## src/rtl/ysyx_22050710_sram_arbiter_pkg.sv

```systemverilog
// rtl/ysyx_22050710_sram_arbiter_pkg.sv - shared widths, state and owner encodings for the SRAM arbiter
package ysyx_22050710_sram_arbiter_pkg;

    localparam int SRAM_ADDR_WD  = 32;
    localparam int SRAM_DATA_WD  = 64;
    localparam int SRAM_WMASK_WD = SRAM_DATA_WD / 8;

    typedef enum logic [1:0] {
        ST_IDLE = 2'd0,
        ST_REQ  = 2'd1,
        ST_WAIT = 2'd2
    } arb_state_e;

    typedef enum logic {
        OWNER_INST = 1'b0,
        OWNER_DATA = 1'b1
    } owner_e;

endpackage

```

## src/rtl/ysyx_22050710_rr_arb2.sv

```systemverilog
// rtl/ysyx_22050710_rr_arb2.sv - two-way round-robin pick between instruction and data requesters
module ysyx_22050710_rr_arb2
    import ysyx_22050710_sram_arbiter_pkg::*;
(
    input  logic   req_inst,
    input  logic   req_data,
    input  owner_e last_grant,
    output logic   gnt_inst,
    output logic   gnt_data
);

    always_comb begin
        gnt_inst = 1'b0;
        gnt_data = 1'b0;
        if (req_inst && req_data) begin
            // On a tie the side that did not win last time goes first.
            if (last_grant == OWNER_INST) begin
                gnt_data = 1'b1;
            end else begin
                gnt_inst = 1'b1;
            end
        end else begin
            gnt_inst = req_inst;
            gnt_data = req_data;
        end
    end

endmodule

```

## src/rtl/ysyx_22050710_sram_arbiter.sv

```systemverilog
// rtl/ysyx_22050710_sram_arbiter.sv - shares one memory port between IF reads and EX loads/stores
module ysyx_22050710_sram_arbiter
    import ysyx_22050710_sram_arbiter_pkg::*;
#(
    parameter int AW = SRAM_ADDR_WD,
    parameter int DW = SRAM_DATA_WD,
    parameter int MW = SRAM_WMASK_WD
) (
    input  logic          i_clk,
    input  logic          i_rst,
    input  logic          i_inst_req,
    input  logic [AW-1:0] i_inst_addr,
    output logic          o_inst_ready,
    output logic          o_inst_rvalid,
    output logic [DW-1:0] o_inst_rdata,
    input  logic          i_data_req,
    input  logic          i_data_wen,
    input  logic [AW-1:0] i_data_addr,
    input  logic [MW-1:0] i_data_wmask,
    input  logic [DW-1:0] i_data_wdata,
    output logic          o_data_ready,
    output logic          o_data_rvalid,
    output logic [DW-1:0] o_data_rdata,
    output logic          o_mem_req,
    output logic          o_mem_wen,
    output logic [AW-1:0] o_mem_addr,
    output logic [MW-1:0] o_mem_wmask,
    output logic [DW-1:0] o_mem_wdata,
    input  logic          i_mem_ack,
    input  logic          i_mem_rvalid,
    input  logic [DW-1:0] i_mem_rdata
);

    arb_state_e    state;
    owner_e        owner;
    owner_e        last_grant;
    logic          lat_wen;
    logic [AW-1:0] lat_addr;
    logic [MW-1:0] lat_wmask;
    logic [DW-1:0] lat_wdata;

    logic grant_ok;
    logic gnt_inst;
    logic gnt_data;
    logic mem_done;

    // Nothing is granted while reset is held, so outputs stay quiet through reset.
    assign grant_ok = (state == ST_IDLE) && i_rst;

    ysyx_22050710_rr_arb2 u_rr_arb2 (
        .req_inst   (i_inst_req & grant_ok),
        .req_data   (i_data_req & grant_ok),
        .last_grant (last_grant),
        .gnt_inst   (gnt_inst),
        .gnt_data   (gnt_data)
    );

    assign mem_done = i_mem_rvalid &&
                      ((state == ST_WAIT) || ((state == ST_REQ) && i_mem_ack));

    always_ff @(posedge i_clk) begin
        if (!i_rst) begin
            state      <= ST_IDLE;
            owner      <= OWNER_INST;
            last_grant <= OWNER_INST;
            lat_wen    <= 1'b0;
            lat_addr   <= '0;
            lat_wmask  <= '0;
            lat_wdata  <= '0;
        end else begin
            case (state)
                ST_IDLE: begin
                    if (gnt_inst || gnt_data) begin
                        state      <= ST_REQ;
                        owner      <= gnt_data ? OWNER_DATA : OWNER_INST;
                        last_grant <= gnt_data ? OWNER_DATA : OWNER_INST;
                        lat_wen    <= gnt_data & i_data_wen;
                        lat_addr   <= gnt_data ? i_data_addr  : i_inst_addr;
                        lat_wmask  <= gnt_data ? i_data_wmask : '0;
                        lat_wdata  <= gnt_data ? i_data_wdata : '0;
                    end
                end
                ST_REQ: begin
                    if (i_mem_ack) begin
                        state <= i_mem_rvalid ? ST_IDLE : ST_WAIT;
                    end
                end
                ST_WAIT: begin
                    if (i_mem_rvalid) begin
                        state <= ST_IDLE;
                    end
                end
                default: state <= ST_IDLE;
            endcase
        end
    end

    assign o_inst_ready = gnt_inst;
    assign o_data_ready = gnt_data;

    // Memory side comes only from registered state, never from i_mem_*.
    assign o_mem_req   = (state == ST_REQ);
    assign o_mem_wen   = o_mem_req & lat_wen;
    assign o_mem_addr  = o_mem_req ? lat_addr  : '0;
    assign o_mem_wmask = o_mem_req ? lat_wmask : '0;
    assign o_mem_wdata = o_mem_req ? lat_wdata : '0;

    assign o_inst_rvalid = mem_done && (owner == OWNER_INST);
    assign o_data_rvalid = mem_done && (owner == OWNER_DATA);
    assign o_inst_rdata  = o_inst_rvalid ? i_mem_rdata : '0;
    assign o_data_rdata  = o_data_rvalid ? i_mem_rdata : '0;

endmodule

```

## config.mk

```make
export PLATFORM = sky130hd
export DESIGN_NAME = ysyx_22050710_sram_arbiter
export DESIGN_NICKNAME = d
export VERILOG_FILES = /design/src/rtl/ysyx_22050710_sram_arbiter_pkg.sv /design/src/rtl/ysyx_22050710_rr_arb2.sv /design/src/rtl/ysyx_22050710_sram_arbiter.sv
export SDC_FILE = /design/constraint.sdc
export NUM_CORES = 1
export LEC_CHECK = 0
export ABC_AREA = 1
export ABC_CLOCK_PERIOD_IN_PS = 3900
export BUFFER_PORTS_ARGS = -buffer_cell sky130_fd_sc_hd__buf_2
export CORE_AREA = 8 8 165 167
export DETAILED_ROUTE_END_ITERATION = 8
export DIE_AREA = 0 0 173 175
export PLACE_DENSITY_LB_ADDON = 0.12
export SETUP_SLACK_MARGIN = 0.1
export SYNTH_ARGS = -nofsm -noshare
export SYNTH_HDL_FRONTEND = slang
export SYNTH_SLANG_ARGS = --single-unit
```

## constraint.sdc

```tcl
create_clock -name i_clk -period 3.9 [get_ports i_clk]
set_input_delay 0.78 -clock i_clk [delete_from_list [all_inputs] [get_ports i_clk]]
set_output_delay 0.78 -clock i_clk [all_outputs]
set_load 0.005 [all_outputs]
```

# After elaboration in Yosys (flattened, before gate mapping)
# Index checks and enable logic that the tools add are counted.
word_totals:
  regBits: 108
  latch_bits: 0
  ram_bits: 0
  rom_bits: 0
  input_bits: 207
  mem_count: 0
classes:
  addsub: 0
  multipliers: 0
  n_div: 0
  order_cmp: 0
  eq_ne: 5
  n_shift: 0
  mux: 18
  bitwise: 5
  reduce_logical: 11
ops:
  columns: ["op", "n"]
  rows:
  - ["64-bit 2-to-1 mux", 4]
  - ["32-bit 2-to-1 mux", 2]
  - ["8-bit 2-to-1 mux", 2]
  - ["2-bit 2-to-1 mux", 4]
  - ["1-bit logical AND", 6]
  - ["2-bit one-hot mux with 3 select lines", 1]
  - ["1-bit 2-to-1 mux", 5]
  - ["1-bit AND", 4]
  - ["2-bit by 1-bit != test with 1-bit output (second input constant)", 2]
  - ["3-bit AND reduction", 1]
  - ["2-bit by 1-bit equality test with 1-bit output (second input constant)", 1]
  - ["2-bit equality test (second input constant)", 1]
  - ["2-bit logical NOT", 1]
  - ["1-bit logical OR", 2]
  - ["2-bit != test (second input constant)", 1]
  - ["2-bit AND reduction", 1]
  - ["1-bit inverter", 1]

# Depth between registers and ports, before layout
logic_depth:
  ltp_word: 8
  mapped_depth: 9
  mapped_depth_nobuf: 8

# Hierarchy
# A second synthesis with hierarchy kept.
hier_totals:
  hier_cells: 1067
  hier_area_um2: 6029.5
by_module_without_submodules:
  columns: ["mod", "n_inst", "cells_each", "area_per_inst_um2", "seq_area_each_um2"]
  rows:
  - ["ysyx_22050710_sram_arbiter", 1, 1062, 6008.3, 2162.1]
  - ["ysyx_22050710_rr_arb2", 1, 5, 21.3, 0.0]

# Worst setup path after synthesis
# Ideal clock, no wire load.
synth_timing:
  path_type: "input -> output"
  start: "input port i_mem_ack"
  end: "output port o_data_rdata[34]"
  arrival_time_ps: 1450
  slack_ps: 1670
  stages: 7
  n_path_buf: 1
  path_cell_list: "nand2_1 -> nand2_1 -> nand2_2 -> nor2_2 -> inv_2 -> buf_6 -> nor2_1"
synth_via:
  elab_chain_cells: 5
synth_lines:
  columns: ["element", "line", "text"]
  rows:
  - ["start, declared", "ysyx_22050710_sram_arbiter.sv:29", "input logic i_mem_ack,"]
  - ["1-bit logical AND", "ysyx_22050710_sram_arbiter.sv:59", "((state == ST_WAIT) || ((state == ST_REQ) && i_mem_ack));"]
  - ["1-bit logical OR", "ysyx_22050710_sram_arbiter.sv:59", null]
  - ["1-bit logical AND", "ysyx_22050710_sram_arbiter.sv:58", "assign mem_done = i_mem_rvalid &&"]
  - ["1-bit logical AND", "ysyx_22050710_sram_arbiter.sv:109", "assign o_data_rvalid = mem_done && (owner == OWNER_DATA);"]
  - ["net o_data_rvalid", "ysyx_22050710_sram_arbiter.sv:22", "output logic o_data_rvalid,"]
  - ["64-bit 2-to-1 mux", "ysyx_22050710_sram_arbiter.sv:111", "assign o_data_rdata = o_data_rvalid ? i_mem_rdata : '0;"]
  - ["end, declared", "ysyx_22050710_sram_arbiter.sv:23", "output logic [DW-1:0] o_data_rdata,"]
# The timed path passes the listed nets, and every way through them passes these cells.

# Worst setup path after layout
layout_timing:
  start: "input port i_mem_ack"
  end: "output port o_data_rdata[60]"
layout_via:
  elab_chain_cells: 5
layout_lines:
  columns: ["element", "line"]
  rows:
  - ["1-bit logical AND", "ysyx_22050710_sram_arbiter.sv:59"]
  - ["1-bit logical OR", "ysyx_22050710_sram_arbiter.sv:59"]
  - ["1-bit logical AND", "ysyx_22050710_sram_arbiter.sv:58"]
  - ["1-bit logical AND", "ysyx_22050710_sram_arbiter.sv:109"]
  - ["64-bit 2-to-1 mux", "ysyx_22050710_sram_arbiter.sv:111"]
# Every way passes these cells.

==> out/metrics.csv <==
stage,metric,value,unit
power_and_ir_drop,internal_power,2.00,mW
worst_setup_path,required,3120,ps
synthesis,synth.most_common_cell,nor2_1,
detailed_routing,drt_pre_antenna_iters,4,
detailed_routing,avgViaCountPerCell,4.31,
worst_setup_path,cp_slowest_stage_delay,530,ps
clocking,cts_resized,0,
worst_setup_path,cp.arrival,2070,ps
synthesis,synthArstFlopShare,0,
synthesis,synthTopCellsByCount,"291 x nor2_1, 203 x inv_1, 134 x nand2_1, 127 x nand3_1, 108 x dfxtp_1",
place,dp.final_hpwl,22900,µm
worst_setup_path,end_kind,primary output,
final_layout,area_growth,37.4,%
clocking,root_buffer,clkbuf_16,
clocking,cts_buffers,9,
synthesis,yosys.area.top_type_share,0.320,
worst_setup_path,crit_path_top_delay_cell,buf_4,
floorplan,initial_core_util,0.274,
power_and_ir_drop,seqPwrFrac,0.417,
clocking,path_clk_slew,70,ps
synthesis,synth_cells,1101,
grt,gr-total-overflow,0,
worst_setup_path,start_kind,primary input,
grt,grt_pass1_wl,45800,µm
power_and_ir_drop,p_clk_frac,0.351,
synthesis,ys_warn_count,0,
floorplan,io_pins,445,
final_layout,final_cell_area,9290,µm²
worst_setup_path,regToRegSetupSlack,1690,ps
sta,tightest_slew,930,ps
place,gp_congestion,0.863,
detailed_routing,drt_iter0_drc,456,
floorplan,die_h,175,µm
detailed_routing,drtAntennaViolNets,0,
synthesis,synth_edf_count,0,
power_and_ir_drop,peakVddDrop,0.241,mV
sta,max_freq,0.351,GHz
worst_setup_path,crit_buf_inv,4,
grt,grtUsageTotal,0.190,
grt,grt_pass1_vias,7666,
final_layout,stdcell_count,1825,
floorplan,design.core.area,24700,µm²
synthesis,ys.flop_type,dfxtp_1,
detailed_routing,wire_per_inst,16.4,µm
synthesis,synth_area_leader_cell,dfxtp_1,
flow_run,max_cap_viol_count,0,
clocking,postCtsHoldBufs,0,
synthesis,avgSynthCellArea,6.14,µm²
worst_setup_path,path_cells,"buf_2, nand2_1, nand2_1, nand2_2, nor2_2, inv_2, buf_4, nor2_1, buf_2",
synthesis,syn_nets,1308,
floorplan,die_area,30300,µm²
clocking,h-tree-depth,3,
place,place_area,8960,µm²
clocking,post_cts_buffers,0,
sta,slew_headroom,0.380,
worst_setup_path,reg2reg_from,state[1],
power_and_ir_drop,switching_share,0.310,
synthesis,synth_seq_cells,108,
min_path,hp-class,reg2reg,
clocking,clkLatencyLatePin,360,ps
final_layout,nFillCells,2848,
grt,grt_start_max_net_pins,75,
sta,fin_skew,8.44,ps
detailed_routing,vias,7874,
sta,finalSetupTns,0,ps
synthesis,yosysSeqAreaShare,0.320,
synthesis,synth.cell_area,6760,µm²
floorplan,die_w,173,µm
detailed_routing,drc,0,
clocking,cts_sinks,108,
clocking,cts_tree,built,
clocking,clockBufferDepth,2,
place,io_buffers,444,
place,dp_cells,1809,
final_layout,fin_nets,1697,
sta,setup_viol,0,
detailed_routing,wl,30000,µm
sta,drv_slew,0,
synthesis,ys_types,23,
sta,rsz0062_at_grt,no,
sta,finalHoldViolCount,0,
sta,period_share,0.730,
status,status,completed,
final_layout,layout-drive-gt1-share,0.357,
synthesis,synth.area.top_cells,"dfxtp_1 32%, nor2_1 16%, inv_1 11%",
grt,antenna_found_initial,2,
worst_setup_path,critical_path.max_fanout,64,
sta,period_minus_slack,2850,ps
power_and_ir_drop,leakage,5.19,nW
min_path,hold_start,lat_wdata[46],
floorplan,fp-row-count,58,
power_and_ir_drop,power.switching,897,µW
power_and_ir_drop,combPwrFrac,0.231,
worst_setup_path,crit_family,buffers and inverters,
final_layout,multi_input_area,3250,µm²
power_and_ir_drop,power.density,312,nW/µm²
final_layout,regArea,2160,µm²
worst_setup_path,crit_type,in2out,
worst_setup_path,timing.critical_path.from,i_mem_ack,
## layout by cell type (no fill, tap or decap), types with 9 or more instances in the layout
cell and count:
nor2_2 10, nand3_2 10, nor2_1 291, buf_2 444
nand2_1 134, clkbuf_16 9, inv_1 203, o21bai_1 32
dfxtp_1 108, nand2_2 13, buf_4 13, a21oi_1 63
nand3_1 127, a21oi_2 10
## stage by stage
step	total power, mW	util	setup slack [ps]	hold WS [ps]
finish	2.90	0.376	1050	476
global route	3.07	0.376	921	496
CTS	2.95	0.376	1060	480
detailed placement	1.92	0.363	1060	469
global placement	1.91	0.363	1080	462
floorplan	1.68	-	1670	452
## worst min-delay path, cell delays in order (launching register included)
cell and delay (ps):
dfxtp_1 320, nand3_2 70, a21oi_2 40
## per-layer routing
metal,part of all wire,GRT usage,wire length (µm),up-vias
met5,0.00033,0,10,-
met4,0.027,0.0647,818,2
met3,0.056,0.0447,1680,33
met2,0.50,0.343,15100,269
met1,0.41,0.216,12400,3515
li1,-,-,-,4055
## final timing paths
path,to,cells past startpoint
max reg2reg,lat_wdata[61],7
min,lat_wdata[46],2
max,o_data_rdata[60],9
min reg2reg,lat_wdata[46],2
## cells by family after synthesis
logic type,share of synthesized area
AND/OR/NAND/NOR,0.384
flip-flops,0.320
buffers and inverters,0.199
AO/OA/AOI/OAI,0.0977
## registers in the layout (all words and copies together), names as in the netlist
register and flops:
lat_wdata 64, lat_addr 32, lat_wmask 8, last_grant 1
state 2, lat_wen 1
## layout make-up
class	instances	share of cell area
diodes	1	0.000269
inverters	211	0.0855
repair buffers	458	0.252
clock inverters	6	0.0104
clock buffers	9	0.0242
flip-flops and latches	108	0.233
multi-input cells	702	0.350
well taps	330	0.0445
## power by group through the flow
stage | Sequential [mW] | Clock [mW] | Combinational (mW)
floorplan | 1.23 | 0 | 0.446
global placement | 1.23 | 0 | 0.678
detailed placement | 1.24 | 0 | 0.680
CTS | 1.21 | 1.06 | 0.683
global route | 1.22 | 1.09 | 0.762
finish | 1.21 | 1.02 | 0.670
No activity file was read; power rests on OpenSTA's default activity.
